--- src/rtl/dma_packet_framer.sv ---
// -----------------------------------------------------------------------------
// dma_packet_framer
//
// Drains every sensor payload from the multiport sensor memory when the memory
// raises SoT_to_DMA. The payload is wrapped into a single outgoing frame and
// streamed to the TX serializer byte by byte. EoT_ok_rx is pulsed once the
// last byte has been accepted.
//
// Frame layout:
//   SYNC_BYTE | SENSORS | ok_rx status | payload bytes ... | CRC[15:8] | CRC[7:0]
// The CRC-16/CCITT covers the header byte through the last payload byte. The
// sync byte is not included.
//
// Ports
//   clk            system clock, all logic on the rising edge
//   pon            asynchronous active-high reset
//   SoT_to_DMA     start-of-transfer pulse, accepted only when idle
//   rd_en          memory read issued this cycle (data valid next cycle)
//   data_from_mem  RAM read data, one cycle after rd_en
//   EoR_from_Mem   marks the rd_en of the last payload byte
//   ok_rx          per-sensor CRC-ok flags, latched at SoT
//   sink_ready     permits memory reads (keeps one FIFO slot for the in-flight read)
//   tx_data/valid/ready/last  AXI-style byte stream to the serializer
//   EoT_ok_rx      one-cycle pulse once the frame has been sent
//   busy           high from SoT acceptance until EoT_ok_rx
//   len_err        sticky payload-length / overflow error, cleared by the next SoT
// -----------------------------------------------------------------------------
module dma_packet_framer #(
  parameter int          SENSORS       = 2,
  parameter int          PAYLOAD_BYTES = 3,
  parameter logic [7:0]  SYNC_BYTE     = 8'hA5,
  parameter logic [15:0] CRC_INIT      = 16'hFFFF,
  parameter int          FIFO_DEPTH    = 4
) (
  input  logic               clk,
  input  logic               pon,
  input  logic               SoT_to_DMA,
  input  logic               rd_en,
  input  logic [7:0]         data_from_mem,
  input  logic               EoR_from_Mem,
  input  logic [SENSORS-1:0] ok_rx,
  output logic               sink_ready,
  output logic [7:0]         tx_data,
  output logic               tx_valid,
  input  logic               tx_ready,
  output logic               tx_last,
  output logic               EoT_ok_rx,
  output logic               busy,
  output logic               len_err
);

  localparam int              PTR_W   = $clog2(FIFO_DEPTH);
  localparam int              CNT_W   = PTR_W + 1;
  localparam logic [CNT_W-1:0] DEPTH_C = CNT_W'(FIFO_DEPTH);
  localparam logic [15:0]     EXP_LEN = 16'(SENSORS * PAYLOAD_BYTES);

  typedef enum logic [2:0] {
    ST_IDLE, ST_SYNC, ST_HDR, ST_STAT, ST_PAYLOAD, ST_CRC_H, ST_CRC_L, ST_DONE
  } state_e;

  // CRC-16/CCITT, polynomial 0x1021, one byte per call, MSB first.
  function automatic logic [15:0] crc16_byte(input logic [15:0] crc_in,
                                             input logic [7:0]  data);
    logic [15:0] c;
    c = crc_in ^ {data, 8'h00};
    for (int i = 0; i < 8; i++) begin
      c = c[15] ? ((c << 1) ^ 16'h1021) : (c << 1);
    end
    return c;
  endfunction

  state_e             state_q, state_d;
  logic [SENSORS-1:0] stat_q, stat_d;
  logic [15:0]        crc_q, crc_d;
  logic [15:0]        cnt_q, cnt_d;
  logic               len_err_q, len_err_d;
  logic               eor_seen_q, eor_seen_d;
  logic               rd_en_d_q, rd_en_d_d;
  logic [PTR_W-1:0]   wr_ptr_q, wr_ptr_d;
  logic [PTR_W-1:0]   rd_ptr_q, rd_ptr_d;
  logic [CNT_W-1:0]   fifo_cnt_q, fifo_cnt_d;
  logic [7:0]         fifo_mem [FIFO_DEPTH];

  logic               busy_w;
  logic               fifo_empty;
  logic [CNT_W-1:0]   fifo_free;
  logic [7:0]         fifo_head;
  logic               pop;
  logic               push;
  logic               drop;

  // busy covers SYNC..CRC_L; it is already low in the DONE cycle.
  assign busy_w     = (state_q != ST_IDLE) && (state_q != ST_DONE);
  assign fifo_empty = (fifo_cnt_q == '0);
  assign fifo_free  = DEPTH_C - fifo_cnt_q;
  assign fifo_head  = fifo_mem[rd_ptr_q];

  // A read issued now lands one cycle later. Requiring two free slots keeps
  // room for that in-flight byte.
  assign sink_ready = busy_w && !eor_seen_q && (fifo_free >= CNT_W'(2));

  // Pop frees a slot in the same cycle, so a push into a full FIFO that is
  // popping is still accepted. There is no bypass when the FIFO is empty.
  assign pop  = (state_q == ST_PAYLOAD) && !fifo_empty && tx_ready;
  assign push = rd_en_d_q && ((fifo_cnt_q != DEPTH_C) || pop);
  assign drop = rd_en_d_q && !push;

  assign busy    = busy_w;
  assign len_err = len_err_q;

  // NOTE: every signal written here gets a default first, so no path can leave
  // one unassigned and infer a latch.
  always_comb begin
    state_d    = state_q;
    stat_d     = stat_q;
    crc_d      = crc_q;
    cnt_d      = cnt_q + 16'(push);
    len_err_d  = len_err_q | drop;
    eor_seen_d = eor_seen_q | (EoR_from_Mem & busy_w);
    rd_en_d_d  = rd_en & busy_w;
    wr_ptr_d   = wr_ptr_q + PTR_W'(push);
    rd_ptr_d   = rd_ptr_q + PTR_W'(pop);
    fifo_cnt_d = fifo_cnt_q + CNT_W'(push) - CNT_W'(pop);
    tx_valid   = 1'b0;
    tx_data    = 8'h00;
    tx_last    = 1'b0;
    EoT_ok_rx  = 1'b0;

    unique case (state_q)
      ST_IDLE: begin
        if (SoT_to_DMA) begin
          state_d    = ST_SYNC;
          stat_d     = ok_rx;
          crc_d      = CRC_INIT;
          cnt_d      = '0;
          len_err_d  = 1'b0;
          eor_seen_d = 1'b0;
          wr_ptr_d   = '0;
          rd_ptr_d   = '0;
          fifo_cnt_d = '0;
        end
      end
      ST_SYNC: begin
        tx_valid = 1'b1;
        tx_data  = SYNC_BYTE;
        if (tx_ready) state_d = ST_HDR;
      end
      ST_HDR: begin
        tx_valid = 1'b1;
        tx_data  = 8'(SENSORS);
        if (tx_ready) begin
          crc_d   = crc16_byte(crc_q, tx_data);
          state_d = ST_STAT;
        end
      end
      ST_STAT: begin
        tx_valid = 1'b1;
        tx_data  = 8'(stat_q);
        if (tx_ready) begin
          crc_d   = crc16_byte(crc_q, tx_data);
          state_d = ST_PAYLOAD;
        end
      end
      ST_PAYLOAD: begin
        tx_valid = !fifo_empty;
        tx_data  = fifo_head;
        if (pop) crc_d = crc16_byte(crc_q, fifo_head);
        // Leave only when the last read has landed and has been sent.
        if (eor_seen_q && fifo_empty && !rd_en_d_q) begin
          state_d   = ST_CRC_H;
          len_err_d = len_err_d | (cnt_q != EXP_LEN);
        end
      end
      ST_CRC_H: begin
        tx_valid = 1'b1;
        tx_data  = crc_q[15:8];
        if (tx_ready) state_d = ST_CRC_L;
      end
      ST_CRC_L: begin
        tx_valid = 1'b1;
        tx_data  = crc_q[7:0];
        tx_last  = 1'b1;
        if (tx_ready) state_d = ST_DONE;
      end
      ST_DONE: begin
        EoT_ok_rx = 1'b1;
        state_d   = ST_IDLE;
      end
      default: state_d = ST_IDLE;
    endcase
  end

  // NOTE: sequential state uses non-blocking assignments only, so every flop
  // samples values from before the edge regardless of statement order.
  always_ff @(posedge clk or posedge pon) begin
    if (pon) begin
      state_q    <= ST_IDLE;
      stat_q     <= '0;
      crc_q      <= CRC_INIT;
      cnt_q      <= '0;
      len_err_q  <= 1'b0;
      eor_seen_q <= 1'b0;
      rd_en_d_q  <= 1'b0;
      wr_ptr_q   <= '0;
      rd_ptr_q   <= '0;
      fifo_cnt_q <= '0;
    end else begin
      state_q    <= state_d;
      stat_q     <= stat_d;
      crc_q      <= crc_d;
      cnt_q      <= cnt_d;
      len_err_q  <= len_err_d;
      eor_seen_q <= eor_seen_d;
      rd_en_d_q  <= rd_en_d_d;
      wr_ptr_q   <= wr_ptr_d;
      rd_ptr_q   <= rd_ptr_d;
      fifo_cnt_q <= fifo_cnt_d;
    end
  end

  // NOTE: FIFO storage has no reset. The pointers and count define which
  // entries are valid, so stale contents are never observed.
  always_ff @(posedge clk) begin
    if (push) fifo_mem[wr_ptr_q] <= data_from_mem;
  end

endmodule
--- config.mk ---
export PLATFORM = sky130hd
export DESIGN_NAME = dma_packet_framer
export DESIGN_NICKNAME = d
export VERILOG_FILES = /design/src/rtl/dma_packet_framer.sv
export SDC_FILE = /design/constraint.sdc
export NUM_CORES = 1
export LEC_CHECK = 0
export BUFFER_PORTS_ARGS = -buffer_cell sky130_fd_sc_hd__buf_2
export CAP_MARGIN = 20
export CORE_MARGIN = 2
export CORE_UTILIZATION = 40
export CTS_BUF_LIST = sky130_fd_sc_hd__clkbuf_4
export CTS_CLUSTER_SIZE = 10
export DETAILED_ROUTE_END_ITERATION = 6
export PLACE_DENSITY = 0.56
export SLEW_MARGIN = 20
export SYNTH_ARGS = -nofsm -noshare
export SYNTH_HDL_FRONTEND = slang
export SYNTH_SLANG_ARGS = --single-unit
export TNS_END_PERCENT = 100
--- constraint.sdc ---
create_clock -name clk -period 6 [get_ports clk]
set_clock_uncertainty 0.15 [all_clocks]
set_input_delay 0.6 -clock clk [delete_from_list [all_inputs] [get_ports clk]]
set_output_delay 0.6 -clock clk [all_outputs]
set_load 0.1 [all_outputs]
==> impl_results.md <==
- Total die area: 12100 um^2
- Cell family with the largest share of critical-path delay: simple AND/OR/NAND/NOR gates
- Via Count: 3026
- Deepest clock path buffer count: 2
- Count of warnings emitted by yosys: 0
- Reg2reg end: cnt_q[10]
- Netlist area before placement: 4500 um^2
- Final setup TNS: 0 ps
- CTS tree: built
- Final setup violation count: 0
- Startpoint of the worst-slack reg-to-reg timing path: state_q[0]
- Initial antenna violation count: 0
- Min cycle time layout: 3490 ps
- Nature of the critical path endpoint: output pin
- Wire length per cell after detailed routing: 16.6 um
- Fraction of registers with async set or reset after synthesis: between 50% and 60%
- Share of the cycle needed by the critical path after routing: about three fifths
- Total number of placement rows: 38
- Die extent in x: about 110 um
- Data arrival time at the worst-slack endpoint: 2740 ps
- CTS H-tree lvls: 3
- Detailed-router iteration count before antenna repair: 4
- Clock sink count: 79
- Clock latency on the worst-skew pair: 460 ps
- Slew headroom: between 30 and 40%
- Starting Density: around 41%
- Clock buffer count from CTS: 9
- Crit path kind: register to output pin
- Register bit total from synthesis: 79
- Count of pins on the block boundary: 30
- Maximum clock frequency: ~290 MHz
- Slew at the pin with the worst max-slew slack: 898 ps
- Max-slew violation count: 0
- Die extent in y: 110 um
- Number of antenna-violating nets in the routed design: 0
- Post-detailed-placement half-perimeter wirelength: 6640 um
- Post-layout nets: between 400 and 500
- Via count of the first global-routing pass: 2996
- Type of the most critical hold path: primary input to async pin
- Cell chain of the critical path: inv_1 -> nor2_1 -> and2_1 -> a22oi_1 -> nand2_1 -> buf_2
- Resized Gates After CTS: 0
- Required time of the critical path: 5250 ps
- Highest-delay cell along the critical path: sky130_fd_sc_hd__dfrtp_1
- Total number of cells along the worst setup path: 6
- Layout-stage area growth over the synthesis result: 9.68%
- Instance count of the mapped netlist: 404
- CP Buf/Inv Count: 2
- Synth cell count leaders: 41 x sky130_fd_sc_hd__nor2_1, 32 x sky130_fd_sc_hd__edfxtp_1, 31 x sky130_fd_sc_hd__dfrtp_1
- Maximum number of pins on one net before global-route repair: 48
- Max-cap violations: 0
- Hold Slack: a little over 100 ps
- Share of synthesized area occupied by flip-flops and latches: 47.9%
- Most instantiated flip-flop cell in the synthesis netlist: sky130_fd_sc_hd__edfxtp_1
- Antenna diode instance count: 0
- Top-area cell type share of the netlist area: roughly a fifth
- Area of all sequential standard cells: 2160 um^2
- Post-CTS setup buffers: 0
- Area leader, netlist: sky130_fd_sc_hd__edfxtp_1
- Unrepaired setup endpoints after global routing: false
- Final Wtd Congestion: roughly 0.81
- Critical path origin: state_q[1]
- DRC: 0
- Cell with the most instances after synthesis: sky130_fd_sc_hd__nor2_1
- Number of filler instances in the final layout: 1021
- Synth Area per Inst: 11.1 um^2
- All-Layer GR Usage: ~17%
- Clock transition at the registers of the reported paths: 140 ps
- Worst setup path endpoint: tx_data[0]
- Largest stage delay, worst path: approximately 730 ps
- CP Launch Type: register
- First-pass GRT wire length: between 15000 and 20000 um
- CTS root buf: sky130_fd_sc_hd__clkbuf_4
- Number of distinct standard cells referenced by the synthesized netlist: 58
- Area inside the core boundary: 10900 um^2
- Area of combinational cells with multiple inputs: 2190 um^2
- Sum of routed wire length over all layers: 9510 um
- Hold Buf Count CTS: 0
- Congestion Overflow GR: 0
- Count of input and output buffers: 29
- Net count after synthesis: 431
- Maximum fanout along the worst path: 19
- Count of routing violations after the opening detailed-route iteration: 126
- Fraction of final layout cells with drive strength greater than 1: 18.3%
- Result of the run: finished clean
- Dominant cells by area after synthesis: sky130_fd_sc_hd__edfxtp_1 21%, sky130_fd_sc_hd__dfrtp_1 17%, sky130_fd_sc_hd__dfstp_2 9.3%
- Length in cells of the worst reg-to-reg path: 12
- Post-detailed-route via-to-cell ratio: about 5.3
- Post-synth EDFFs: 32
- Flop-to-flop setup slack: 2780 ps
- Final hold violation count: 0
[area by class of cell]
class	count	share of cell area (%)
Multi-Input combinational cell	290	44.3
Sequential cell	79	43.7
Tap cell	140	3.55
Timing Repair Buffer	32	3.40
Clock inverter	7	2.46
Clock buffer	9	1.37
Inverter	15	1.17
[stage by stage]
| step | utilization, % | area [um^2] | instances | worst slack (ps) |
|---|---|---|---|---|
| final | 45.3 | 4930 | 572 | 2510 |
| after CTS | 45.3 | 4930 | 572 | 2480 |
| after detailed placement | 43.6 | 4740 | 556 | 2840 |
| after floorplan | - | 4500 | 404 | 979 |
| after global routing | 45.3 | 4930 | 572 | 2360 |
| after global placement | 43.6 | 4740 | 556 | 2890 |
[kinds of logic (layout without fill, tap and decap cells)]
| kind of cell | Yosys count | in the layout | synth area share [%] |
|---|---|---|---|
| flops | 79 | 79 | 47.9 |
| simple gates | 132 | 132 | 14.4 |
| mux | 16 | 16 | 7.42 |
| fa+ha+maj | 11 | 11 | 3.23 |
| buf+inv | 35 | 63 | 3.56 |
| xor+xnor | 63 | 63 | 13.8 |
| compound gates | 68 | 68 | 9.59 |
[layer usage]
metal	up-vias	global-route usage [%]	part of all wire [%]
met4	0	6.78	1.6
met5	-	0	0
met3	12	2.35	3.2
li1	1475	-	-
met1	1492	23.4	48
met2	47	27.0	47
[how the worst min path moves through the flow]
stage	from	to	slack [ps]	cells past startpoint
2_1_floorplan	crc_q[4]	crc_q[4]	330	2
6_report	pon	state_q[2]	100	2
3_5_place_dp	crc_q[4]	crc_q[4]	350	2
4_1_cts	ok_rx[0]	stat_q[0]	170	3
3_3_place_gp	crc_q[4]	crc_q[4]	360	2
5_1_grt	pon	stat_q[1]	190	2
[sequential cells by signal (all words and copies together) (netlist names)]
register    flops
fifo_mem       32
cnt_q          16
crc_q          16
fifo_cnt_q      3
state_q         3
rd_ptr_q        2
stat_q          2
wr_ptr_q        2
eor_seen_q      1
len_err         1
rd_en_d_q       1
[cells in the final DEF (no fill, tap or decap), types with 4 or more instances in the layout]
| cell | n |
|---|---|
| sky130_fd_sc_hd__nor2b_1 | 9 |
| sky130_fd_sc_hd__mux4_2 | 6 |
| sky130_fd_sc_hd__nand2_1 | 30 |
| sky130_fd_sc_hd__nor3_1 | 4 |
| sky130_fd_sc_hd__buf_2 | 29 |
| sky130_fd_sc_hd__o21ai_0 | 20 |
| sky130_fd_sc_hd__nor2_1 | 39 |
| sky130_fd_sc_hd__xor2_1 | 28 |
| sky130_fd_sc_hd__ha_1 | 10 |
| sky130_fd_sc_hd__clkbuf_4 | 9 |
| sky130_fd_sc_hd__dfstp_2 | 16 |
| sky130_fd_sc_hd__mux4_1 | 6 |
| sky130_fd_sc_hd__xnor2_1 | 29 |
| sky130_fd_sc_hd__nand3_1 | 12 |
| sky130_fd_sc_hd__and2_1 | 6 |
| sky130_fd_sc_hd__o211ai_1 | 5 |
| sky130_fd_sc_hd__a21oi_1 | 18 |
| sky130_fd_sc_hd__edfxtp_1 | 32 |
| sky130_fd_sc_hd__inv_1 | 14 |
| sky130_fd_sc_hd__dfrtp_1 | 31 |
| sky130_fd_sc_hd__nand2b_1 | 6 |
Power is left out: the tool's default activity adds up to more than one toggle a clock period on the data nets, which glitch-free logic cannot reach.
